$ cat src/rtl/agtb2_sweep_ctrl.sv
// Exhaustive sweep controller for an external 2-bit a>b comparator.
// Drives all 16 (a,b) vectors, checks each result and records mismatch statistics.
module agtb2_sweep_ctrl #(
  parameter int unsigned SETTLE_CYC = 2
) (
  input  logic       clk,
  input  logic       reset_n,
  input  logic       start,
  input  logic       agtb_in,
  output logic [1:0] a_out,
  output logic [1:0] b_out,
  output logic       busy,
  output logic       done,
  output logic       pass,
  output logic [4:0] err_count,
  output logic       first_err_valid,
  output logic [1:0] first_err_a,
  output logic [1:0] first_err_b
);

  typedef enum logic [2:0] {S_IDLE, S_DRIVE, S_WAIT, S_CHECK, S_DONE} state_t;

  // WAIT lasts SETTLE_CYC cycles: the counter counts down to zero inclusive
  localparam logic [3:0] SETTLE_LD = (SETTLE_CYC > 0) ? 4'(SETTLE_CYC - 1) : 4'd0;

  state_t     state_q, state_d;
  logic [3:0] idx_q, idx_d;
  logic [3:0] cnt_q, cnt_d;
  logic [1:0] a_q, a_d, b_q, b_d;
  logic       busy_q, busy_d, done_q, done_d, pass_q, pass_d;
  logic [4:0] err_q, err_d;
  logic       fev_q, fev_d;
  logic [1:0] fa_q, fa_d, fb_q, fb_d;
  logic       mismatch;

  always_comb begin
    state_d  = state_q;
    idx_d    = idx_q;
    cnt_d    = cnt_q;
    pass_d   = pass_q;
    err_d    = err_q;
    fev_d    = fev_q;
    fa_d     = fa_q;
    fb_d     = fb_q;
    mismatch = agtb_in != (a_q > b_q);
    case (state_q)
      S_IDLE: if (start) begin
        state_d = S_DRIVE;
        idx_d   = 4'd0;
        err_d   = 5'd0;
        pass_d  = 1'b0;
        fev_d   = 1'b0;
        fa_d    = 2'd0;
        fb_d    = 2'd0;
      end
      S_DRIVE: begin
        cnt_d   = SETTLE_LD;
        state_d = (SETTLE_CYC > 0) ? S_WAIT : S_CHECK;
      end
      S_WAIT: begin
        if (cnt_q == 4'd0) state_d = S_CHECK;
        else               cnt_d   = cnt_q - 4'd1;
      end
      S_CHECK: begin
        if (mismatch) begin
          err_d = err_q + 5'd1;
          if (!fev_q) begin
            fev_d = 1'b1;
            fa_d  = a_q;
            fb_d  = b_q;
          end
        end
        // pass becomes visible together with the done pulse
        if (idx_q == 4'hF) begin
          state_d = S_DONE;
          pass_d  = (err_d == 5'd0);
        end else begin
          idx_d   = idx_q + 4'd1;
          state_d = S_DRIVE;
        end
      end
      S_DONE:  state_d = S_IDLE;
      default: state_d = S_IDLE;
    endcase
    busy_d = (state_d == S_DRIVE) || (state_d == S_WAIT) || (state_d == S_CHECK);
    done_d = (state_d == S_DONE);
    a_d    = busy_d ? idx_d[3:2] : 2'd0;
    b_d    = busy_d ? idx_d[1:0] : 2'd0;
  end

  always_ff @(posedge clk or negedge reset_n) begin
    if (!reset_n) begin
      state_q <= S_IDLE;
      idx_q   <= 4'd0;
      cnt_q   <= 4'd0;
      a_q     <= 2'd0;
      b_q     <= 2'd0;
      busy_q  <= 1'b0;
      done_q  <= 1'b0;
      pass_q  <= 1'b0;
      err_q   <= 5'd0;
      fev_q   <= 1'b0;
      fa_q    <= 2'd0;
      fb_q    <= 2'd0;
    end else begin
      state_q <= state_d;
      idx_q   <= idx_d;
      cnt_q   <= cnt_d;
      a_q     <= a_d;
      b_q     <= b_d;
      busy_q  <= busy_d;
      done_q  <= done_d;
      pass_q  <= pass_d;
      err_q   <= err_d;
      fev_q   <= fev_d;
      fa_q    <= fa_d;
      fb_q    <= fb_d;
    end
  end

  assign a_out           = a_q;
  assign b_out           = b_q;
  assign busy            = busy_q;
  assign done            = done_q;
  assign pass            = pass_q;
  assign err_count       = err_q;
  assign first_err_valid = fev_q;
  assign first_err_a     = fa_q;
  assign first_err_b     = fb_q;

endmodule

$ cat config.mk
export PLATFORM = sky130hd
export DESIGN_NAME = agtb2_sweep_ctrl
export DESIGN_NICKNAME = d
export VERILOG_FILES = /design/src/rtl/agtb2_sweep_ctrl.sv
export SDC_FILE = /design/constraint.sdc
export NUM_CORES = 1
export LEC_CHECK = 0
export CORE_MARGIN = 2
export CORE_UTILIZATION = 40
export DETAILED_ROUTE_END_ITERATION = 10
export PLACE_DENSITY_LB_ADDON = 0.05
export REMOVE_ABC_BUFFERS = 1
export SLEW_MARGIN = 0
export SYNTH_ARGS = -nofsm -noshare
export SYNTH_HDL_FRONTEND = slang
export SYNTH_SLANG_ARGS = --single-unit
$ cat constraint.sdc
create_clock -name clk -period 2.4 [get_ports clk]
set_input_delay 0.72 -clock clk [delete_from_list [all_inputs] [get_ports clk]]
set_output_delay 0.72 -clock clk [all_outputs]
set_load 0.05 [all_outputs]
==> results of run 1 <==
worst max-delay path by stage:
stage / startpoint / endpoint / slack [ns]
6_report: err_count[0]$_DFFE_PN0P_ / err_count[0] / 0.1
5_1_grt: err_count[0]$_DFFE_PN0P_ / err_count[0] / 0.03
4_1_cts: err_count[0]$_DFFE_PN0P_ / err_count[0] / 0.08
2_1_floorplan: b_out[1]$_DFF_PN0_ / pass$_DFFE_PN0P_ / 0.02
3_3_place_gp: agtb_in / pass$_DFFE_PN0P_ / -0.03
3_5_place_dp: agtb_in / pass$_DFFE_PN0P_ / -0.05
layout by cell type (no fill, tap or decap), types with 2 or more instances in the layout:
cell type and instances:
a211oi_1 2, nor2b_1 2, nor2_1 13, mux2i_1 4, nor3_1 7, a21oi_1 9
o21ai_0 17, inv_1 9, clkdlybuf4s50_1 20, and2_1 3, or2_2 2, nand2b_1 5
a31oi_1 2, nand2_1 17, xnor2_1 2, buf_4 10, clkbuf_8 3, nand3_1 8
dfrtp_1 28, ha_1 5, o21a_1 2, a32oi_1 2
kinds of logic (layout without fill, tap and decap cells):
family	Yosys count	after routing	synth area share
buffers and inverters	14	43	0.0412
and+or+nand+nor	64	64	0.222
AOI/OAI and AO/OA	42	42	0.177
xor gates and xnor gates	2	2	0.0118
adders and majority gates	5	5	0.0421
muxes	5	5	0.0345
DFF	28	28	0.471
stage by stage:
stage               hold WS (ns)  area, sq um  std cells
floorplan                  0.424         1460        155
global placement           0.513         1790        233
detailed placement         0.518         1790        233
CTS                        0.536         1870        237
global route               0.570         1870        237
finish                     0.534         1870        237
synth_stat cells, types with 2 or more instances:
master    count  area share
and2_1        3       0.013
or2_2         2      0.0084
o21ai_0      17       0.057
nor2_1       13       0.033
dfrtp_1      28        0.47
o21a_1        2       0.010
inv_1         9       0.023
clkbuf_1      2      0.0051
ha_1          5       0.042
nand2_1      17       0.043
nand3_1       8       0.027
a32oi_1       2       0.012
xnor2_1       2       0.012
nor2b_1       2      0.0084
a31oi_1       2      0.0084
mux2i_1       4       0.027
a211oi_1      2       0.010
nand2b_1      5       0.021
a21oi_1       9       0.030
nor3_1        7       0.024
registers in the layout (all words and copies together), names as in the netlist:
signal / flops
err_count: 5
cnt_q: 4
idx_q: 4
state_q: 3
a_out: 2
b_out: 2
first_err_a: 2
first_err_b: 2
busy: 1
done: 1
first_err_valid: 1
pass: 1
area by class of cell:
class                   count  area share
clock buffers               3      0.0221
flip-flops and latches     28       0.376
clock inverters             1      0.0161
multi-input cells         118       0.388
inverters                   9      0.0181
well taps                  48      0.0322
repair buffers             30       0.148
power by group:
group	switching, mW	internal, mW	leakage [nW]
sequential	0.128	0.596	0.371
combinational	0.694	0.465	0.373
clock	0.145	0.223	0.0357
routing by layer:
metal,up-vias,share of wire
li1,630,-
met1,621,0.49
met2,19,0.47
met3,4,0.025
met4,0,0.012
met5,-,0
==> summary.md, run 1 <==
| Metric | Value |
|---|---|
| Post-route ant nets | 0 |
| Startpoint types | flip-flop |
| Number of setup buffers added after CTS | 0 |
| Layout area overhead | 25.5% |
| First-pass GRT wire length | 5730 um |
| Total CTS buffers | 3 |
| Pwr Density | 1210 nW/um^2 |
| Pre-CTS WS | -0.0452 ns |
| Reg clk slew, reported paths | 0.10 ns |
| GP Congestion | 0.927 |
| Ys async rst share | 1.00 |
| Worst Setup Slack, final | 0.0966 ns |
| Detailed Route Iter0 Violations | 124 |
| Synth Register Bits | 28 |
| Reg-to-reg startpoint | a_out[1]$_DFF_PN0_ |
| Rows | 22 |
| Clk Latency, worst-skew pair | 0.27 ns |
| Die area | 4220 sq um |
| Highest Clock Rate | 434 MHz |
| Met2 Use GR | 0.282 |
| Tcrit/Tclk final | 0.960 |
| Cell area after synthesis | 1490 sq um |
| GRT Residual Overflow | 0 |
| DRC Markers | 0 |
| GR peak layer | met2 |
| Detailed Routing Iterations Pass 1 | 4 |
| Post-synth EDFFs | 0 |
| Critical path endpoint category | output port |
| CP Class | flip-flop to output port |
| Final hold viol count | 0 |
| GRT met3 Usage | 0.0260 |
| CTS resizes | 0 |
| Peak VDD IR | 0.470 mV |
| Seq/Total Area, Yosys | 0.471 |
| Worst R2R Setup Slack | 0.25 ns |
| Status | finished clean |
| Critical Path AT | 1.58 ns |
| H-tree depth | 1 |
| Sum of negative setup slack | 0 ns |
| M1 GR Usage | 0.233 |
| Final WL | 3150 um |
| Synth Warn # | 0 |
| Clk_skew | 0.00338 ns |
| Layout cells sized above 1 | 0.116 |
| Via count | 1274 |
| RSZ-0062 raised after global routing | no |
| Leak | 0.779 nW |
| Total track usage | 0.172 |
| Worst Hold End | first_err_b[1]$_DFFE_PN0P_ |
| Worst reg-to-reg path cell count | 7 |
| CP Buf/Inv Count | 1 |
| Core area | 3610 sq um |
| Max stage delay on crit path | 0.84 ns |
| Max-cap violations | 0 |
| Class of the worst hold path | flip-flop to flip-flop |
| Most used flip-flop cell after synthesis | dfrtp_1 |
| Root buffer cell | clkbuf_8 |
| CTS Sinks | 28 |
| Max clock buf depth | 2 |
| # setup viols final | 0 |
| Fin. max-slew vios | 0 |
| Crit path depth | 1 |
| Required time of the critical path | 1.68 ns |
| Crit path max-delay family | buffers and inverters |
| CTS tree | built |
| Synth Area per Inst | 9.29 sq um |
| Max FO, Critical Path | 8 |
| Rel. slew slack | 0.665 |
| Tot Pwr | 2.25 mW |
| Port buffer count | 20 |
| CP cell instances | clkdlybuf4s50_1 |
| Area of the multi-input gates | 724 sq um |
| Starting Density | 0.412 |
| Fillers | 321 |
| Final core occ | 0.517 |
| IO Pins | 21 |
| Reg2reg end | pass$_DFFE_PN0P_ |
| CTS Hold Bufs | 0 |
| Avg WL per Cell | 13.3 um |
| Final nets | 199 |
| # diodes | 0 |
| Tmin final | 2.30 ns |
| Slowest-stage cell, CP | clkdlybuf4s50_1 |
| Largest net degree at the start of global routing | 29 |
| DR vias/cell | 5.38 |
| Hold depth | 2 |
| Worst Tran Pin Value | 0.501 ns |
| Die H | 65.0 um |
| Vias in the first global route | 1258 |
| HP Start | first_err_b[1]$_DFFE_PN0P_ |
| Initial antenna violation count | 0 |
| Post-DP HPWL | 2410 um |
| Die X | 65.0 um |
| Post-Syn Instances | 160 |
| Synth unique cells | 39 |
| FF/Latch Area | 701 sq um |
(Power assumes the default switching activity.)
==> run 2: changes to the inputs <==
Settings changed: RECOVER_POWER from default to 25.
==> summary.md, run 2 (same netlist as run 1, synthesis figures left out) <==
| Metric | Value |
|---|---|
| Status | finished clean |
| Die H | 65.0 um (unchanged) |
| Sum of negative setup slack | 0 ns (unchanged) |
| Total track usage | 0.172 (unchanged) |
| Class of the worst hold path | flip-flop to flip-flop |
| Final WL | 3150 um (about the same) |
| Worst reg-to-reg path cell count | 7 (unchanged) |
| Reg-to-reg startpoint | a_out[1]$_DFF_PN0_ |
| Via count | 1273 (-0.078%) |
| Final nets | 199 (unchanged) |
| Highest Clock Rate | 434 MHz (unchanged) |
| Root buffer cell | clkbuf_8 |
| Max FFs per register | 5 (unchanged) |
| Worst Setup Slack, final | 0.0966 ns (unchanged) |
| Fin. max-slew vios | 0 (unchanged) |
| CP Buf/Inv Count | 1 (unchanged) |
| Detailed Route Iter0 Violations | 123 (-0.81%) |
| Layout cells sized above 1 | 0.116 (unchanged) |
| Post-route ant nets | 0 (unchanged) |
| Largest net degree at the start of global routing | 29 (unchanged) |
| HP Start | first_err_b[1]$_DFFE_PN0P_ |
| Hold depth | 2 (unchanged) |
| Hold WS | 0.534 ns (unchanged) |
| Die area | 4220 sq um (unchanged) |
| Leak | 0.779 nW (about the same) |
| First-pass GRT wire length | 5730 um (unchanged) |
| Clk Latency, worst-skew pair | 0.27 ns (about the same) |
| Final core occ | 0.517 (-0.000694) |
| CTS Hold Bufs | 0 (unchanged) |
| Crit path max-delay family | buffers and inverters |
| Fin area | 1860 sq um (-0.13%) |
| Pwr Density | 1210 nW/um^2 (about the same) |
| Vias in the first global route | 1258 (unchanged) |
| Die X | 65.0 um (unchanged) |
| Critical Path AT | 1.58 ns (about the same) |
| Most common cell after layout, fill and taps aside | dfrtp_1 |
| Startpoint types | flip-flop |
| Critical path endpoint category | output port |
| # setup viols final | 0 (unchanged) |
| Max-cap violations | 0 (unchanged) |
| CTS tree | built |
| Rows | 22 (unchanged) |
| GP Congestion | 0.927 (unchanged) |
| Tmin final | 2.30 ns (unchanged) |
| FF/Latch Area | 701 sq um (unchanged) |
| Pre-CTS WS | -0.0452 ns (unchanged) |
| Avg WL per Cell | 13.3 um (about the same) |
| CP Class | flip-flop to output port |
| Post-DP HPWL | 2410 um (unchanged) |
| Core area | 3610 sq um (unchanged) |
| Number of setup buffers added after CTS | 0 (unchanged) |
| Max FO, Critical Path | 8 (unchanged) |
| Max stage delay on crit path | 0.84 ns (about the same) |
| Rel. slew slack | 0.536 (-0.129) |
| GRT Residual Overflow | 0 (unchanged) |
| Tcrit/Tclk final | 0.960 (unchanged) |
| Total CTS buffers | 3 (unchanged) |
| Initial antenna violation count | 0 (unchanged) |
| Reg2reg end | pass$_DFFE_PN0P_ |
| # diodes | 0 (unchanged) |
| Area of the multi-input gates | 724 sq um (unchanged) |
| DR vias/cell | 5.37 (about the same) |
| Slowest-stage cell, CP | clkdlybuf4s50_1 |
| IO Pins | 21 (unchanged) |
| Final hold viol count | 0 (unchanged) |
| Layout area overhead | 25.3% |
| CTS resizes | 0 (unchanged) |
| Worst Tran Pin Value | 0.696 ns (+0.195 ns) |
| Detailed Routing Iterations Pass 1 | 4 (unchanged) |
| DRC Markers | 0 (unchanged) |
| Fillers | 322 (+0.31%) |
| Max clock buf depth | 2 (unchanged) |
| Placed instance area | 1790 sq um (unchanged) |
| H-tree depth | 1 (unchanged) |
| Worst R2R Setup Slack | 0.25 ns (about the same) |
| Clk_skew | 0.00338 ns (unchanged) |
| Leading cell types in the layout, fill and taps excluded | 28 x dfrtp_1, 19 x clkdlybuf4s50_1, 17 x nand2_1, 17 x o21ai_0, 13 x nor2_1 |
| RSZ-0062 raised after global routing | no |
| Worst Hold End | first_err_b[1]$_DFFE_PN0P_ |
| Peak VDD IR | 0.470 mV (about the same) |
| CTS Sinks | 28 (unchanged) |
| Starting Density | 0.412 (unchanged) |
| CP cell instances | clkdlybuf4s50_1 |
| Port buffer count | 20 (unchanged) |
| Required time of the critical path | 1.68 ns (about the same) |
| Reg clk slew, reported paths | 0.10 ns (about the same) |
-- run 2: changes by cell type in the layout (fill, tap and decap cells not counted) --
cell             delta
buf_4               -1
clkdlybuf4s50_1     -1
dlygate4sd3_1       +1
clkbuf_2            +1
-- run 2: how the worst max path moves through the flow --
stage                                         from               end  slack [ns]  cells past startpoint
after global placement                     agtb_in  pass$_DFFE_PN0P_       -0.03                      6
after floorplan                 b_out[1]$_DFF_PN0_  pass$_DFFE_PN0P_        0.02                      8
final                     err_count[0]$_DFFE_PN0P_      err_count[0]         0.1                      1
after CTS                 err_count[0]$_DFFE_PN0P_      err_count[0]        0.08                      1
after detailed placement                   agtb_in  pass$_DFFE_PN0P_       -0.05                      6
after global routing      err_count[0]$_DFFE_PN0P_      err_count[0]        0.03                      1
-- run 2: report_power, final --
group / total [mW] / switching (mW) / internal (mW)
combinational: 1.16 / 0.694 / 0.464
clock: 0.368 / 0.145 / 0.223
sequential: 0.724 / 0.128 / 0.596
total: 2.25 / 0.967 / 1.28
-- run 2: metrics by stage --
step / power, mW / std cells
after floorplan: 1.50 / 155
after global placement: 1.87 / 233
after detailed placement: 1.89 / 233
after CTS: 2.27 / 237
after global routing: 2.44 / 237
final: 2.25 / 237
-- run 2: final cells by class --
type,count,area share
inverters,9,0.0181
clock buffers,3,0.0222
multi-input cells,118,0.389
flip-flops and latches,28,0.376
well taps,48,0.0322
repair buffers,30,0.146
clock inverters,1,0.0161
-- run 2: per-layer routing --
layer	routed length [um]	track usage	vias to the layer above	share of wire
li1	-	-	630	-
met1	1550	0.233	620	0.49
met2	1490	0.282	19	0.47
met3	75	0.0260	4	0.024
met4	38	0.0585	0	0.012
met5	0	0	-	0
==> run 3: changes to the inputs <==
Settings changed: CAP_MARGIN from default to 20, CTS_CLUSTER_SIZE from default to 28.
Clock period 2.4 ns to 2.7 ns, I/O delays scaled along.
==> summary.md, run 3 (same netlist as run 1, synthesis figures left out) <==
| Metric | Value |
|---|---|
| Status | finished clean |
| CP Class | flip-flop to output port |
| Max stage delay on crit path | 0.84 ns (about the same) |
| Slowest-stage cell, CP | clkdlybuf4s50_1 |
| Crit path depth | 1 (unchanged) |
| Class of the worst hold path | flip-flop to flip-flop |
| Port buffer count | 20 (unchanged) |
| Total track usage | 0.163 (-0.00968) |
| CTS tree | built |
| Sum of negative setup slack | 0 ns (unchanged) |
| Via count | 1241 (-2.5%) |
| Starting Density | 0.412 (unchanged) |
| Core area | 3610 sq um (unchanged) |
| Rows | 22 (unchanged) |
| Leak | 0.732 nW (-6.1%) |
| CTS resizes | 0 (unchanged) |
| Reg clk slew, reported paths | 0.09 ns (about the same) |
| Clk_skew | 0.00282 ns (-0.000559 ns) |
| RSZ-0062 raised after global routing | no |
| Layout area overhead | 20.1% |
| Fin area | 1790 sq um (-4.2%) |
| Pwr Density | 1040 nW/um^2 (-14%) |
| Layout cells sized above 1 | 0.0718 (-0.0446) |
| Worst Tran Pin Value | 1.49 ns (+0.797 ns) |
| Largest net degree at the start of global routing | 29 (unchanged) |
| Post-DP HPWL | 2380 um (-0.91%) |
| # diodes | 0 (unchanged) |
| H-tree depth | 1 (unchanged) |
| Final nets | 191 (-4.0%) |
| Max FFs per register | 5 (unchanged) |
| # setup viols final | 0 (unchanged) |
| Rel. slew slack | 0.00459 (-0.531) |
| Hold depth | 2 (unchanged) |
| GRT Residual Overflow | 0 (unchanged) |
| Pre-CTS WS | 0.106 ns (+0.151 ns) |
| Detailed Routing Iterations Pass 1 | 5 (+1) |
| Avg WL per Cell | 13.7 um (+3.0%) |
| Die X | 65.0 um (unchanged) |
| Placed instance area | 1730 sq um (-3.3%) |
| Critical Path AT | 1.58 ns (about the same) |
| Max FO, Critical Path | 8 (unchanged) |
| Die area | 4220 sq um (unchanged) |
| DR vias/cell | 5.42 (+0.89%) |
| CTS Hold Bufs | 0 (unchanged) |
| Post-route ant nets | 0 (unchanged) |
| Detailed Route Iter0 Violations | 44 (-64%) |
| Peak VDD IR | 0.426 mV (-9.3%) |
| Root buffer cell | clkbuf_8 |
| CTS Sinks | 28 (unchanged) |
| GP Congestion | 0.897 (-3.2%) |
| Final WL | 3140 um (-0.44%) |
| Tcrit/Tclk final | 0.884 |
| Critical path endpoint category | output port |
| Leading cell types in the layout, fill and taps excluded | 28 x dfrtp_1, 19 x clkdlybuf4s50_1, 17 x nand2_1, 17 x o21ai_0, 13 x nor2_1 |
| Initial antenna violation count | 0 (unchanged) |
| Max-cap violations | 0 (unchanged) |
| Startpoint types | flip-flop |
| Final hold viol count | 0 (unchanged) |
| IO Pins | 21 (unchanged) |
| Most common cell after layout, fill and taps aside | dfrtp_1 |
| Fin. max-slew vios | 0 (unchanged) |
| CP cell instances | clkdlybuf4s50_1 |
| DRC Markers | 0 (unchanged) |
| Vias in the first global route | 1186 (-5.7%) |
| Highest Clock Rate | 419 MHz |
| CP Buf/Inv Count | 1 (unchanged) |
| Total CTS buffers | 3 (unchanged) |
| Worst Setup Slack, final | 0.312 ns (+0.216 ns) |
| Tmin final | 2.39 ns |
| First-pass GRT wire length | 5310 um (-7.2%) |
| Max clock buf depth | 2 (unchanged) |
| Worst reg-to-reg path cell count | 7 (unchanged) |
| Crit path max-delay family | buffers and inverters |
| Die H | 65.0 um (unchanged) |
| Clk Latency, worst-skew pair | 0.27 ns (about the same) |
| Number of setup buffers added after CTS | 0 (unchanged) |
| Required time of the critical path | 1.89 ns (+0.21 ns) |
[run 3: cell count changes in the layout (fill, tap and decap cells not counted)]
cell,previous run,this run
bufinv_16,1,0
buf_4,9,1
clkbuf_1,0,1
clkbuf_8,3,4
clkbuf_2,1,0
[run 3: area by class of cell]
class | count | area [sq um]
fillers | 356 | 1820
clock buffers | 4 | 55.1
inverters | 9 | 33.8
well taps | 48 | 60.1
flip-flops and latches | 28 | 701
multi-input cells | 118 | 724
repair buffers | 22 | 211
[run 3: final timing paths]
check	startpoint	endpoint	slack [ns]
setup / recovery	err_count[0]$_DFFE_PN0P_	err_count[0]	0.31
hold / removal	first_err_a[0]$_DFFE_PN0P_	first_err_a[0]$_DFFE_PN0P_	0.54
setup reg to reg	a_out[1]$_DFF_PN0_	pass$_DFFE_PN0P_	0.50
hold reg to reg	first_err_a[0]$_DFFE_PN0P_	first_err_a[0]$_DFFE_PN0P_	0.54
max in group asynchronous	reset_n	cnt_q[2]$_DFFE_PN0P_	0.41
min in group asynchronous	reset_n	first_err_a[1]$_DFFE_PN0P_	1.43
[run 3: per-stage QoR]
step	util	power, mW	hold slack, ns	instances
floorplan	-	1.34	0.494	155
finish	0.495	1.86	0.536	229
global route	0.495	2.02	0.559	229
CTS	0.496	1.87	0.537	229
detailed placement	0.481	1.62	0.524	225
global placement	0.481	1.59	0.512	225
[run 3: where the power goes]
part | internal [mW] | switching [mW] | leakage (nW)
Combinational | 0.355 | 0.584 | 0.332
Clock | 0.130 | 0.120 | 0.0288
Sequential | 0.530 | 0.145 | 0.371
[run 3: layer usage]
| layer | track usage | part of all wire |
|---|---|---|
| met4 | 0.0824 | 0.013 |
| met3 | 0.0226 | 0.042 |
| met5 | 0 | 0 |
| met2 | 0.255 | 0.48 |
| met1 | 0.219 | 0.47 |
[run 3: tightest hold or removal path: stages, from the launching register on]
cell,delay [ns]
dfrtp_1,0.38
nand2_1,0.06
mux2i_1,0.06
